`src/rtl/proc_test_sequencer_pkg.sv`:
```
// proc_test_pkg: state encoding and shared constants for the processor test sequencer
package proc_test_pkg;
  typedef enum logic [2:0] {S_IDLE, S_RESET_PROC, S_RUN, S_SCAN, S_DONE} state_e;
  localparam int FIRST_REG = 1;
  localparam logic [63:0] CNT_MAX = '1;
endpackage

```
`src/rtl/proc_test_sequencer_if.sv`:
```
// proc_test_if: processor control plus register-file / expected-ROM debug read port
interface proc_test_if #(
  parameter int DATA_W = 32,
  parameter int ADDR_W = 5
);
  logic              proc_reset;
  logic              proc_en;
  logic [ADDR_W-1:0] dbg_addr;
  logic [ADDR_W-1:0] exp_addr;
  logic [DATA_W-1:0] dbg_data;
  logic [DATA_W-1:0] exp_data;
  modport master (output proc_reset, proc_en, dbg_addr, exp_addr, input dbg_data, exp_data);
  modport slave  (input proc_reset, proc_en, dbg_addr, exp_addr, output dbg_data, exp_data);
endinterface

```
`src/rtl/proc_test_sequencer_compare.sv`:
```
// test_compare_pipe: aligns issued index with read data, counts mismatches and captures the first
module test_compare_pipe
  import proc_test_pkg::*;
#(
  parameter int DATA_W = 32,
  parameter int ADDR_W = 5,
  parameter int NREGS  = 32,
  parameter int CNT_W  = 6
) (
  input  logic              clk,
  input  logic              rst_n,
  input  logic              clear,
  input  logic              issue,
  input  logic              active,
  input  logic [ADDR_W-1:0] issue_idx,
  input  logic [DATA_W-1:0] dbg_data,
  input  logic [DATA_W-1:0] exp_data,
  output logic              mismatch,
  output logic              last,
  output logic [CNT_W-1:0]  err_count,
  output logic [ADDR_W-1:0] fail_idx,
  output logic [DATA_W-1:0] fail_actual,
  output logic [DATA_W-1:0] fail_expected
);
  logic              valid_q, valid_d;
  logic [ADDR_W-1:0] idx_q, idx_d, fidx_q, fidx_d;
  logic [CNT_W-1:0]  err_q, err_d;
  logic [DATA_W-1:0] fact_q, fact_d, fexp_q, fexp_d;
  logic              first;
  always_comb begin
    mismatch = valid_q && active && dbg_data != exp_data;
    last     = valid_q && active && idx_q == ADDR_W'(NREGS - 1);
    first    = mismatch && err_q == '0;
    valid_d  = issue && !clear;
    idx_d    = issue_idx;
    err_d    = clear ? '0 : (mismatch && err_q != CNT_W'(CNT_MAX)) ? err_q + 1'b1 : err_q;
    fidx_d   = clear ? '0 : first ? idx_q : fidx_q;
    fact_d   = clear ? '0 : first ? dbg_data : fact_q;
    fexp_d   = clear ? '0 : first ? exp_data : fexp_q;
  end
  always_ff @(posedge clk or negedge rst_n)
    if (!rst_n) begin
      valid_q <= 1'b0;
      idx_q   <= '0;
      err_q   <= '0;
      fidx_q  <= '0;
      fact_q  <= '0;
      fexp_q  <= '0;
    end else begin
      valid_q <= valid_d;
      idx_q   <= idx_d;
      err_q   <= err_d;
      fidx_q  <= fidx_d;
      fact_q  <= fact_d;
      fexp_q  <= fexp_d;
    end
  assign err_count     = err_q;
  assign fail_idx      = fidx_q;
  assign fail_actual   = fact_q;
  assign fail_expected = fexp_q;
endmodule

```
`src/rtl/proc_test_sequencer.sv`:
```
// proc_test_sequencer: resets, runs and freezes the core, then scans its registers against an expected ROM
module proc_test_sequencer
  import proc_test_pkg::*;
#(
  parameter int DATA_W       = 32,
  parameter int NREGS        = 32,
  parameter int ADDR_W       = 5,
  parameter int CYCLE_W      = 16,
  parameter int RESET_CYCLES = 1,
  parameter int CNT_W        = 6
) (
  input  logic               clk,
  input  logic               reset,
  input  logic               start,
  input  logic [CYCLE_W-1:0] run_cycles,
  input  logic               stop_on_fail,
  proc_test_if.master        bus,
  output logic               busy,
  output logic               done,
  output logic               pass,
  output logic [CNT_W-1:0]   err_count,
  output logic [ADDR_W-1:0]  fail_idx,
  output logic [DATA_W-1:0]  fail_actual,
  output logic [DATA_W-1:0]  fail_expected
);
  state_e             state_q, state_d;
  logic [CYCLE_W-1:0] cnt_q, cnt_d, rc_q, rc_d;
  logic [ADDR_W-1:0]  dbg_addr_q, dbg_addr_d;
  logic               stop_q, stop_d, proc_reset_q, proc_reset_d, proc_en_q, proc_en_d;
  logic               busy_q, busy_d, done_q, done_d, pass_q, pass_d;
  logic               accept, mismatch, last;
  always_comb begin
    state_d      = state_q;
    cnt_d        = cnt_q;
    rc_d         = rc_q;
    stop_d       = stop_q;
    dbg_addr_d   = dbg_addr_q;
    proc_reset_d = proc_reset_q;
    proc_en_d    = proc_en_q;
    busy_d       = busy_q;
    done_d       = done_q;
    pass_d       = pass_q;
    accept       = 1'b0;
    unique case (state_q)
      S_IDLE, S_DONE:
        if (start) begin
          accept       = 1'b1;
          state_d      = S_RESET_PROC;
          cnt_d        = '0;
          rc_d         = run_cycles;
          stop_d       = stop_on_fail;
          proc_reset_d = 1'b1;
          busy_d       = 1'b1;
          done_d       = 1'b0;
          pass_d       = 1'b0;
        end
      S_RESET_PROC:
        if (cnt_q == CYCLE_W'(RESET_CYCLES - 1)) begin
          state_d      = rc_q == '0 ? S_SCAN : S_RUN;
          cnt_d        = '0;
          proc_reset_d = 1'b0;
          proc_en_d    = rc_q != '0;
          dbg_addr_d   = rc_q == '0 ? ADDR_W'(FIRST_REG) : '0;
        end else cnt_d = cnt_q + 1'b1;
      S_RUN:
        if (cnt_q == rc_q - 1'b1) begin
          state_d    = S_SCAN;
          proc_en_d  = 1'b0;
          dbg_addr_d = ADDR_W'(FIRST_REG);
        end else cnt_d = cnt_q + 1'b1;
      S_SCAN: begin
        // address 0 after the last issue marks the drain cycle of the compare pipe
        dbg_addr_d = (dbg_addr_q == '0 || dbg_addr_q == ADDR_W'(NREGS - 1)) ? '0 : dbg_addr_q + 1'b1;
        if (last || (stop_q && mismatch)) begin
          state_d      = S_DONE;
          dbg_addr_d   = '0;
          proc_reset_d = 1'b1;
          busy_d       = 1'b0;
          done_d       = 1'b1;
          pass_d       = err_count == '0 && !mismatch;
        end
      end
      default: state_d = S_IDLE;
    endcase
  end
  always_ff @(posedge clk or negedge reset)
    if (!reset) begin
      state_q      <= S_IDLE;
      cnt_q        <= '0;
      rc_q         <= '0;
      stop_q       <= 1'b0;
      dbg_addr_q   <= '0;
      proc_reset_q <= 1'b1;
      proc_en_q    <= 1'b0;
      busy_q       <= 1'b0;
      done_q       <= 1'b0;
      pass_q       <= 1'b0;
    end else begin
      state_q      <= state_d;
      cnt_q        <= cnt_d;
      rc_q         <= rc_d;
      stop_q       <= stop_d;
      dbg_addr_q   <= dbg_addr_d;
      proc_reset_q <= proc_reset_d;
      proc_en_q    <= proc_en_d;
      busy_q       <= busy_d;
      done_q       <= done_d;
      pass_q       <= pass_d;
    end
  test_compare_pipe #(.DATA_W(DATA_W), .ADDR_W(ADDR_W), .NREGS(NREGS), .CNT_W(CNT_W)) u_cmp (
    .clk(clk),
    .rst_n(reset),
    .clear(accept),
    .issue(state_q == S_SCAN && dbg_addr_q != '0),
    .active(state_q == S_SCAN),
    .issue_idx(dbg_addr_q),
    .dbg_data(bus.dbg_data),
    .exp_data(bus.exp_data),
    .mismatch(mismatch),
    .last(last),
    .err_count(err_count),
    .fail_idx(fail_idx),
    .fail_actual(fail_actual),
    .fail_expected(fail_expected)
  );
  assign bus.proc_reset = proc_reset_q;
  assign bus.proc_en    = proc_en_q;
  assign bus.dbg_addr   = dbg_addr_q;
  assign bus.exp_addr   = dbg_addr_q;
  assign busy           = busy_q;
  assign done           = done_q;
  assign pass           = pass_q;
endmodule

```
`src/flat_wrapper.sv`:
```
// flat-port wrapper written by rule: the top's interface ports become plain ports
module proc_test_sequencer_flat import proc_test_pkg::*;
#(
  parameter int DATA_W       = 32,
  parameter int NREGS        = 32,
  parameter int ADDR_W       = 5,
  parameter int CYCLE_W      = 16,
  parameter int RESET_CYCLES = 1,
  parameter int CNT_W        = 6
)
  (clk, reset, start, run_cycles, stop_on_fail, busy, done, pass, err_count, fail_idx, fail_actual, fail_expected, bus_proc_reset, bus_proc_en, bus_dbg_addr, bus_exp_addr, bus_dbg_data, bus_exp_data);
  proc_test_if #(.DATA_W(DATA_W), .ADDR_W(ADDR_W)) bus_i ();
  input  logic clk;
  input  logic reset;
  input  logic start;
  input  logic [CYCLE_W-1:0] run_cycles;
  input  logic stop_on_fail;
  output logic busy;
  output logic done;
  output logic pass;
  output logic [CNT_W-1:0] err_count;
  output logic [ADDR_W-1:0] fail_idx;
  output logic [DATA_W-1:0] fail_actual;
  output logic [DATA_W-1:0] fail_expected;
  output wire logic [$bits(bus_i.proc_reset)-1:0] bus_proc_reset;
  output wire logic [$bits(bus_i.proc_en)-1:0] bus_proc_en;
  output wire logic [$bits(bus_i.dbg_addr)-1:0] bus_dbg_addr;
  output wire logic [$bits(bus_i.exp_addr)-1:0] bus_exp_addr;
  input wire logic [$bits(bus_i.dbg_data)-1:0] bus_dbg_data;
  input wire logic [$bits(bus_i.exp_data)-1:0] bus_exp_data;
  assign bus_proc_reset = bus_i.proc_reset;
  assign bus_proc_en = bus_i.proc_en;
  assign bus_dbg_addr = bus_i.dbg_addr;
  assign bus_exp_addr = bus_i.exp_addr;
  assign bus_i.dbg_data = bus_dbg_data;
  assign bus_i.exp_data = bus_exp_data;
  proc_test_sequencer #(.DATA_W(DATA_W), .NREGS(NREGS), .ADDR_W(ADDR_W), .CYCLE_W(CYCLE_W), .RESET_CYCLES(RESET_CYCLES), .CNT_W(CNT_W)) u_core (.clk(clk), .reset(reset), .start(start), .run_cycles(run_cycles), .stop_on_fail(stop_on_fail), .bus(bus_i), .busy(busy), .done(done), .pass(pass), .err_count(err_count), .fail_idx(fail_idx), .fail_actual(fail_actual), .fail_expected(fail_expected));
endmodule
```
`config.mk`:
```
export PLATFORM = sky130hd
export DESIGN_NAME = proc_test_sequencer_flat
export DESIGN_NICKNAME = d
export VERILOG_FILES = /design/src/rtl/proc_test_sequencer_pkg.sv /design/src/rtl/proc_test_sequencer_if.sv /design/src/rtl/proc_test_sequencer_compare.sv /design/src/rtl/proc_test_sequencer.sv /design/src/flat_wrapper.sv
export SDC_FILE = /design/constraint.sdc
export NUM_CORES = 1
export LEC_CHECK = 0
export CAP_MARGIN = 20
export CORE_ASPECT_RATIO = 1.1
export CORE_MARGIN = 2
export CORE_UTILIZATION = 50
export CTS_CLUSTER_SIZE = 30
export DETAILED_ROUTE_END_ITERATION = 8
export PLACE_DENSITY = 0.82
export SLEW_MARGIN = 0
export SYNTH_ARGS = -nofsm -noshare
export SYNTH_HDL_FRONTEND = slang
export SYNTH_SLANG_ARGS = --single-unit
```
`constraint.sdc`:
```
create_clock -name clk -period 4.9 [get_ports clk]
set_input_delay 1.47 -clock clk [delete_from_list [all_inputs] [get_ports clk]]
set_output_delay 1.47 -clock clk [all_outputs]
set_load 0.005 [all_outputs]
```
==> results of run 1 <==
==> flip-flops by register name, summed over array words and instances (netlist names), 3 cells and up <==
name and flops:
u_core.bus.dbg_addr 5, u_core.u_cmp.fail_expected 32, u_core.u_cmp.fail_idx 5, u_core.rc_q 16, u_core.u_cmp.idx_q 5, u_core.state_q 3
u_core.cnt_q 16, u_core.u_cmp.err_count 6, u_core.u_cmp.fail_actual 32
==> kinds of logic after synthesis <==
group                      Yosys count  synth area share
muxes                                1           0.00154
xor gates and xnor gates            51            0.0689
buffers and inverters               65            0.0458
DFF                                127             0.491
adders and majority gates            8            0.0154
AOI/OAI and AO/OA                  160             0.145
and+or+nand+nor                    326             0.232
==> worst min-delay path: stages (launching register included) <==
cell and delay, ns:
dfrtp_1 0.34, nand2_1 0.05, o21ai_0 0.06
==> worst max path at each step <==
stage | startpoint | end | slack, ns
6_report | bus_dbg_data[8] | u_core.u_cmp.fail_expected[8] | 1.24
5_1_grt | bus_dbg_data[8] | u_core.u_cmp.fail_idx[2] | 1.05
3_5_place_dp | bus_dbg_data[8] | u_core.u_cmp.fail_actual[31] | 0.69
4_1_cts | bus_dbg_data[8] | u_core.u_cmp.fail_expected[27] | 1.15
3_3_place_gp | bus_dbg_data[8] | u_core.u_cmp.fail_actual[31] | 0.75
2_1_floorplan | bus_dbg_data[23] | u_core.u_cmp.fail_actual[11] | 1.81
==> where the power goes <==
part	total, W	internal (W)	leakage (nW)	switching (W)
Sequential	0.00158	0.00131	1.72	0.000271
Combinational	0.00154	0.000723	1.63	0.000816
Clock	0.00140	0.000943	0.318	0.000454
Total	0.00451	0.00297	3.66	0.00154
==> metal layers <==
metal | track usage | share of wire
met5 | 0 | 0
met4 | 0.129 | 0.039
met2 | 0.472 | 0.51
met1 | 0.312 | 0.38
met3 | 0.104 | 0.077
==> placed cells by master, fill, tap and decap left out, types with 3 or more instances in the layout <==
cell             instances
nand4_1                 17
nand2b_1                 5
nor2b_1                  5
xor2_1                   5
o211ai_1                 5
a21boi_0                 3
nor4b_1                  5
nor2_1                  18
o21ai_1                 11
inv_1                   19
a21oi_1                 23
o21ai_0                 85
clkdlybuf4s50_1        172
xnor2_1                 46
clkbuf_1                 3
bufinv_16                5
clkbuf_8                 3
nand2_1                203
or3_1                   16
a22o_1                   3
and3_1                   4
buf_4                    5
clkbuf_16               17
a31oi_1                  5
dfrtp_1                126
nor4_1                  10
a21o_1                   3
nor3_1                   9
ha_1                     8
nand3_1                 22
==> stage by stage <==
step,std cells,hold slack [ns]
after floorplan,738,0.449
after detailed placement,1028,0.474
final,1062,0.478
after global routing,1062,0.510
after global placement,1028,0.466
after CTS,1060,0.485
==> cell usage after synthesis (all sizes together) (12+ instances only) <==
cell    instances  area (µm²)
nand4          17         106
xnor2          46         403
o21ai          96         480
nor2           19        71.3
dfrtp         126        3150
or3            16         100
buf            14         105
nor4           12         105
nand2         204         766
inv            20        75.1
nand3          22         110
a21oi          23         115
clkbuf         31         116
==> layout make-up <==
type	instances	area (µm²)	area share
Sequential cell	127	3180	0.356
Tap cell	157	196	0.0220
Timing Repair Buffer	179	1810	0.202
Antenna cell	1	2.50	0.000280
Inverter	20	75.1	0.00840
Multi-Input combinational cell	546	3010	0.337
Clock inverter	9	180	0.0202
Clock buffer	23	478	0.0535
==> metrics.txt, run 1 <==
Worst Hold Class reg2reg; cells after synthesis 738; Netlist cell types 56; run status finished, final reports clean; syn avg cell area 8.78 µm²; Syn Nets 830; Max-Cap Viols 0; Clock Path Buffers 2; Crit path top cell by count nand2_1; RSZ-0062 raised after global routing no; initial antenna violation count 1; FF-to-FF Start u_core.rc_q[0]; Worst Hold Path EP u_core.u_cmp.fail_idx[4]; nets 983; Final WS setup 1.24 ns; clock sinks 127; yosys warns 0; worst hold path depth 2; First-pass DRT Iterations 5; vias per cell 5.58; Crit Path Category in2reg; die height 123 µm; post-cts repair resize count 0; flops & latches, synth 127; pre-CTS setup slack 0.693 ns; CP startpoint kind primary input; Routed WL 18700 µm; row cnt 43; GP Congestion 0.874; number of global-route vias before repair 5785; Max Slew Vio Count 0; DIE AREA 13900 µm²; crit path max-delay cell type clkdlybuf4s50_1; Final Util 0.706; largest net degree at the start of global routing 139; Final Skew 0.0150 ns; Placed Area 8240 µm²; Reg-to-Reg End u_core.cnt_q[9]; # setup viols final 0; FMAX 273 MHz; # DRC 0; crit path time final 3.66 ns; synthesized area 6480 µm²; Worst Max-Slew Pin Slew 0.866 ns; layout overhead on the synthesized area 37.8%; Cell Chain, Critical Path clkdlybuf4s50_1 -> xnor2_1 -> nand4_1 -> nor4_1 -> nand2_1 -> nand2_1 -> nor2_4 -> buf_4 -> buf_16 -> nand2_1 -> o21ai_0; layout cells sized above 1 0.0542; Fin. Hold Viols 0; Reg2Reg Setup Slack 1.79 ns; Clock Latency Late Sink 0.43 ns; CTS buffer count 17; Post-synth EDFFs 0; Pwr Density 505 nW/µm²; DRT antenna net count 0; Detail Placement HPWL 13200 µm; slowest cell delay on critical path 0.44 ns; Max VDD drop 0.000396 V; Port Buffers 173; Initial Util 0.513; final instance area 8930 µm²; die width 113 µm; Tcrit/Tclk final 0.748; cells on worst reg2reg path 10; crit path capture type flip-flop; Pleak 3.66 nW; root buffer cell clkbuf_16; total power 0.00451 W; wire per inst 17.6 µm; DR iter-0 viols 329; post-synthesis sequential area ratio 0.491; Hold Startpoint u_core.u_cmp.idx_q[4]; cts hold-fix bufs 0; final setup TNS 0 ns; CP Data Arrival Time 3.96 ns; Placeable Area 12600 µm²; ys flop type dfrtp_1; Top Family by Delay on Critical Path simple AND/OR/NAND/NOR gates; CP max FO 81; Filler Cell Count 954; CP required 5.19 ns; # IOs 174; Slew headroom 0.423; GR Util All Layers 0.278; clk slew on worst S/H paths 0.06 ns; Post-synth ARST share 1.00; CTS tree built; first-pass GRT wire length 29600 µm; # H-tree levels 4; WP depth 11; buffer count from post-CTS setup fixing 0; worst path bufs/invs 3; Via Count 5923; total gr overflow 0
(Power assumes the default switching activity.)
==> run 2, diff against run 1 <==
CORE_UTILIZATION = 49   (was 50)
PLACE_DENSITY = 0.81   (was 0.82)
clock period = 3.48 ns   (was 4.9 ns; I/O delays follow)
==> metrics.txt, run 2 (synthesized netlist as in run 1, its figures left out) <==
run status finished, final reports clean (unchanged); clk slew on worst S/H paths 0.06 ns (about the same); Reg-to-Reg End u_core.cnt_q[11] (was u_core.cnt_q[9]); cts hold-fix bufs 0 (unchanged); largest net degree at the start of global routing 55 (was 139); die width 114 µm (was 113 µm); die height 125 µm (was 123 µm); buffer count from post-CTS setup fixing 0 (unchanged); layout overhead on the synthesized area 39.8% (was 37.8%); clock sinks 127 (unchanged); Worst Hold Class reg2reg (unchanged); CP required 3.82 ns (was 5.19 ns); number of global-route vias before repair 6016 (was 5785); Detail Placement HPWL 13600 µm (was 13200 µm); Reg2Reg Setup Slack 0.52 ns (was 1.79 ns); Pwr Density 717 nW/µm² (was 505 nW/µm²); Routed WL 19100 µm (was 18700 µm); pre-CTS setup slack 0.115 ns (was 0.693 ns); CP Data Arrival Time 3.31 ns (was 3.96 ns); CTS buffer count 17 (unchanged); Max Slew Vio Count 0 (unchanged); Initial Util 0.497 (was 0.513); Fin. Hold Viols 0 (unchanged); # IOs 174 (unchanged); # setup viols final 0 (unchanged); FF+latch area 3180 µm² (unchanged); RSZ-0062 raised after global routing no (unchanged); Final Skew 0.00842 ns (was 0.0150 ns); crit path time final 2.96 ns; post-cts repair resize count 0 (unchanged); Placeable Area 13000 µm² (was 12600 µm²); highest-count cells in the layout ignoring fill and taps nand2_1, clkdlybuf4s50_1, dfrtp_1 (unchanged); FMAX 338 MHz; ANT cells 0 (was 1); Max-Cap Viols 0 (unchanged); Slew headroom 0.510 (was 0.423); Placed Area 8380 µm² (was 8240 µm²); final setup TNS 0 ns (unchanged); CP Capture Point u_core.cnt_q[11] (was u_core.u_cmp.fail_expected[8]); layout cells sized above 1 0.0626 (was 0.0542); Final WS setup 0.517 ns (was 1.24 ns); Clock Latency Late Sink 0.42 ns (was 0.43 ns); multi-input combinational cell area 3010 µm² (unchanged); CP max FO 31 (was 81); first-pass GRT wire length 31000 µm (was 29600 µm); Crit Path Category reg2reg (was in2reg); Filler Cell Count 966 (was 954); Max VDD drop 0.000417 V (was 0.000396 V); DP Cell Count 1041 (was 1028); Worst Setup SP u_core.rc_q[3] (was bus_dbg_data[8]); cells on worst reg2reg path 8 (was 10); Via Count 5902 (was 5923); Pleak 3.72 nW (was 3.66 nW); FF-to-FF Start u_core.rc_q[3] (was u_core.rc_q[0]); CTS tree built (unchanged); initial antenna violation count 0 (was 1); total gr overflow 0 (unchanged); DRT antenna net count 0 (unchanged); Cell Count, Final, Fillers Out 1072 (was 1062); Tcrit/Tclk final 0.851; Worst Max-Slew Pin Slew 0.735 ns (was 0.866 ns); # DRC 0 (unchanged); # H-tree levels 4 (unchanged); commonest non-fill, non-tap cell in the layout nand2_1 (unchanged); GP Congestion 0.920 (was 0.874); crit path capture type flip-flop (unchanged); wire per inst 17.8 µm (was 17.6 µm); Port Buffers 173 (unchanged); nets 991 (was 983); CP startpoint kind flip-flop (was primary input); First-pass DRT Iterations 7 (was 5); vias per cell 5.51 (was 5.58); DR iter-0 viols 491 (was 329); Clock Path Buffers 2 (unchanged); root buffer cell clkbuf_16 (unchanged); GR Util All Layers 0.282 (was 0.278); DIE AREA 14200 µm² (was 13900 µm²); row cnt 44 (was 43); final instance area 9060 µm² (was 8930 µm²)
[run 2: through the flow]
step	total power (W)	hold WS [ns]	utilization
detailed placement	0.00443	0.484	0.642
global placement	0.00438	0.465	0.642
global route	0.00685	0.529	0.694
CTS	0.00652	0.481	0.694
finish	0.00650	0.480	0.694
floorplan	0.00343	0.449	-
[run 2: worst min path at each step]
stage,end,from,cells after the start,slack (ns)
2_1_floorplan,u_core.u_cmp.fail_idx[0],u_core.u_cmp.idx_q[0],2,0.45
3_3_place_gp,u_core.u_cmp.fail_idx[1],u_core.u_cmp.idx_q[1],2,0.47
3_5_place_dp,u_core.u_cmp.fail_idx[1],u_core.u_cmp.idx_q[1],2,0.48
4_1_cts,u_core.u_cmp.fail_idx[1],u_core.u_cmp.idx_q[1],2,0.48
5_1_grt,u_core.u_cmp.fail_idx[3],u_core.u_cmp.idx_q[3],2,0.53
6_report,u_core.u_cmp.fail_idx[1],u_core.u_cmp.idx_q[1],2,0.48
[run 2: layer usage]
| metal | wire [µm] | part of all wire | GRT usage | vias to the layer above |
|---|---|---|---|---|
| li1 | - | - | - | 2835 |
| met1 | 7380 | 0.39 | 0.336 | 2800 |
| met2 | 9530 | 0.50 | 0.465 | 226 |
| met3 | 1540 | 0.081 | 0.0949 | 41 |
| met4 | 625 | 0.033 | 0.116 | 0 |
| met5 | 0 | 0 | 0 | - |
[run 2: cell type report]
| type | instances | area share |
|---|---|---|
| Timing Repair Buffer | 187 | 0.211 |
| Sequential cell | 127 | 0.351 |
| Clock inverter | 9 | 0.0227 |
| Tap cell | 161 | 0.0222 |
| Clock buffer | 22 | 0.0523 |
| Multi-Input combinational cell | 546 | 0.333 |
| Inverter | 20 | 0.00829 |
[run 2: report_power, final]
group          internal (W)  switching (W)
Combinational       0.00106        0.00114
Clock               0.00140       0.000666
Sequential          0.00184       0.000395
Total               0.00430        0.00220
[run 2: worst max-delay path: stages, from the launching register on]
cell,delay [ns]
dfrtp_1,0.52
nor4_4,0.53
nand4_1,0.14
a2111oi_0,0.46
nand4_1,0.20
nor4_4,0.34
o21a_4,0.36
o21ai_0,0.16
a21oi_1,0.15
==> run 3, diff against run 2 <==
HOLD_SLACK_MARGIN = 0.06   (was not set)
==> results of run 3 <==
Final layout, timing and power as in run 2 (identical DEF).
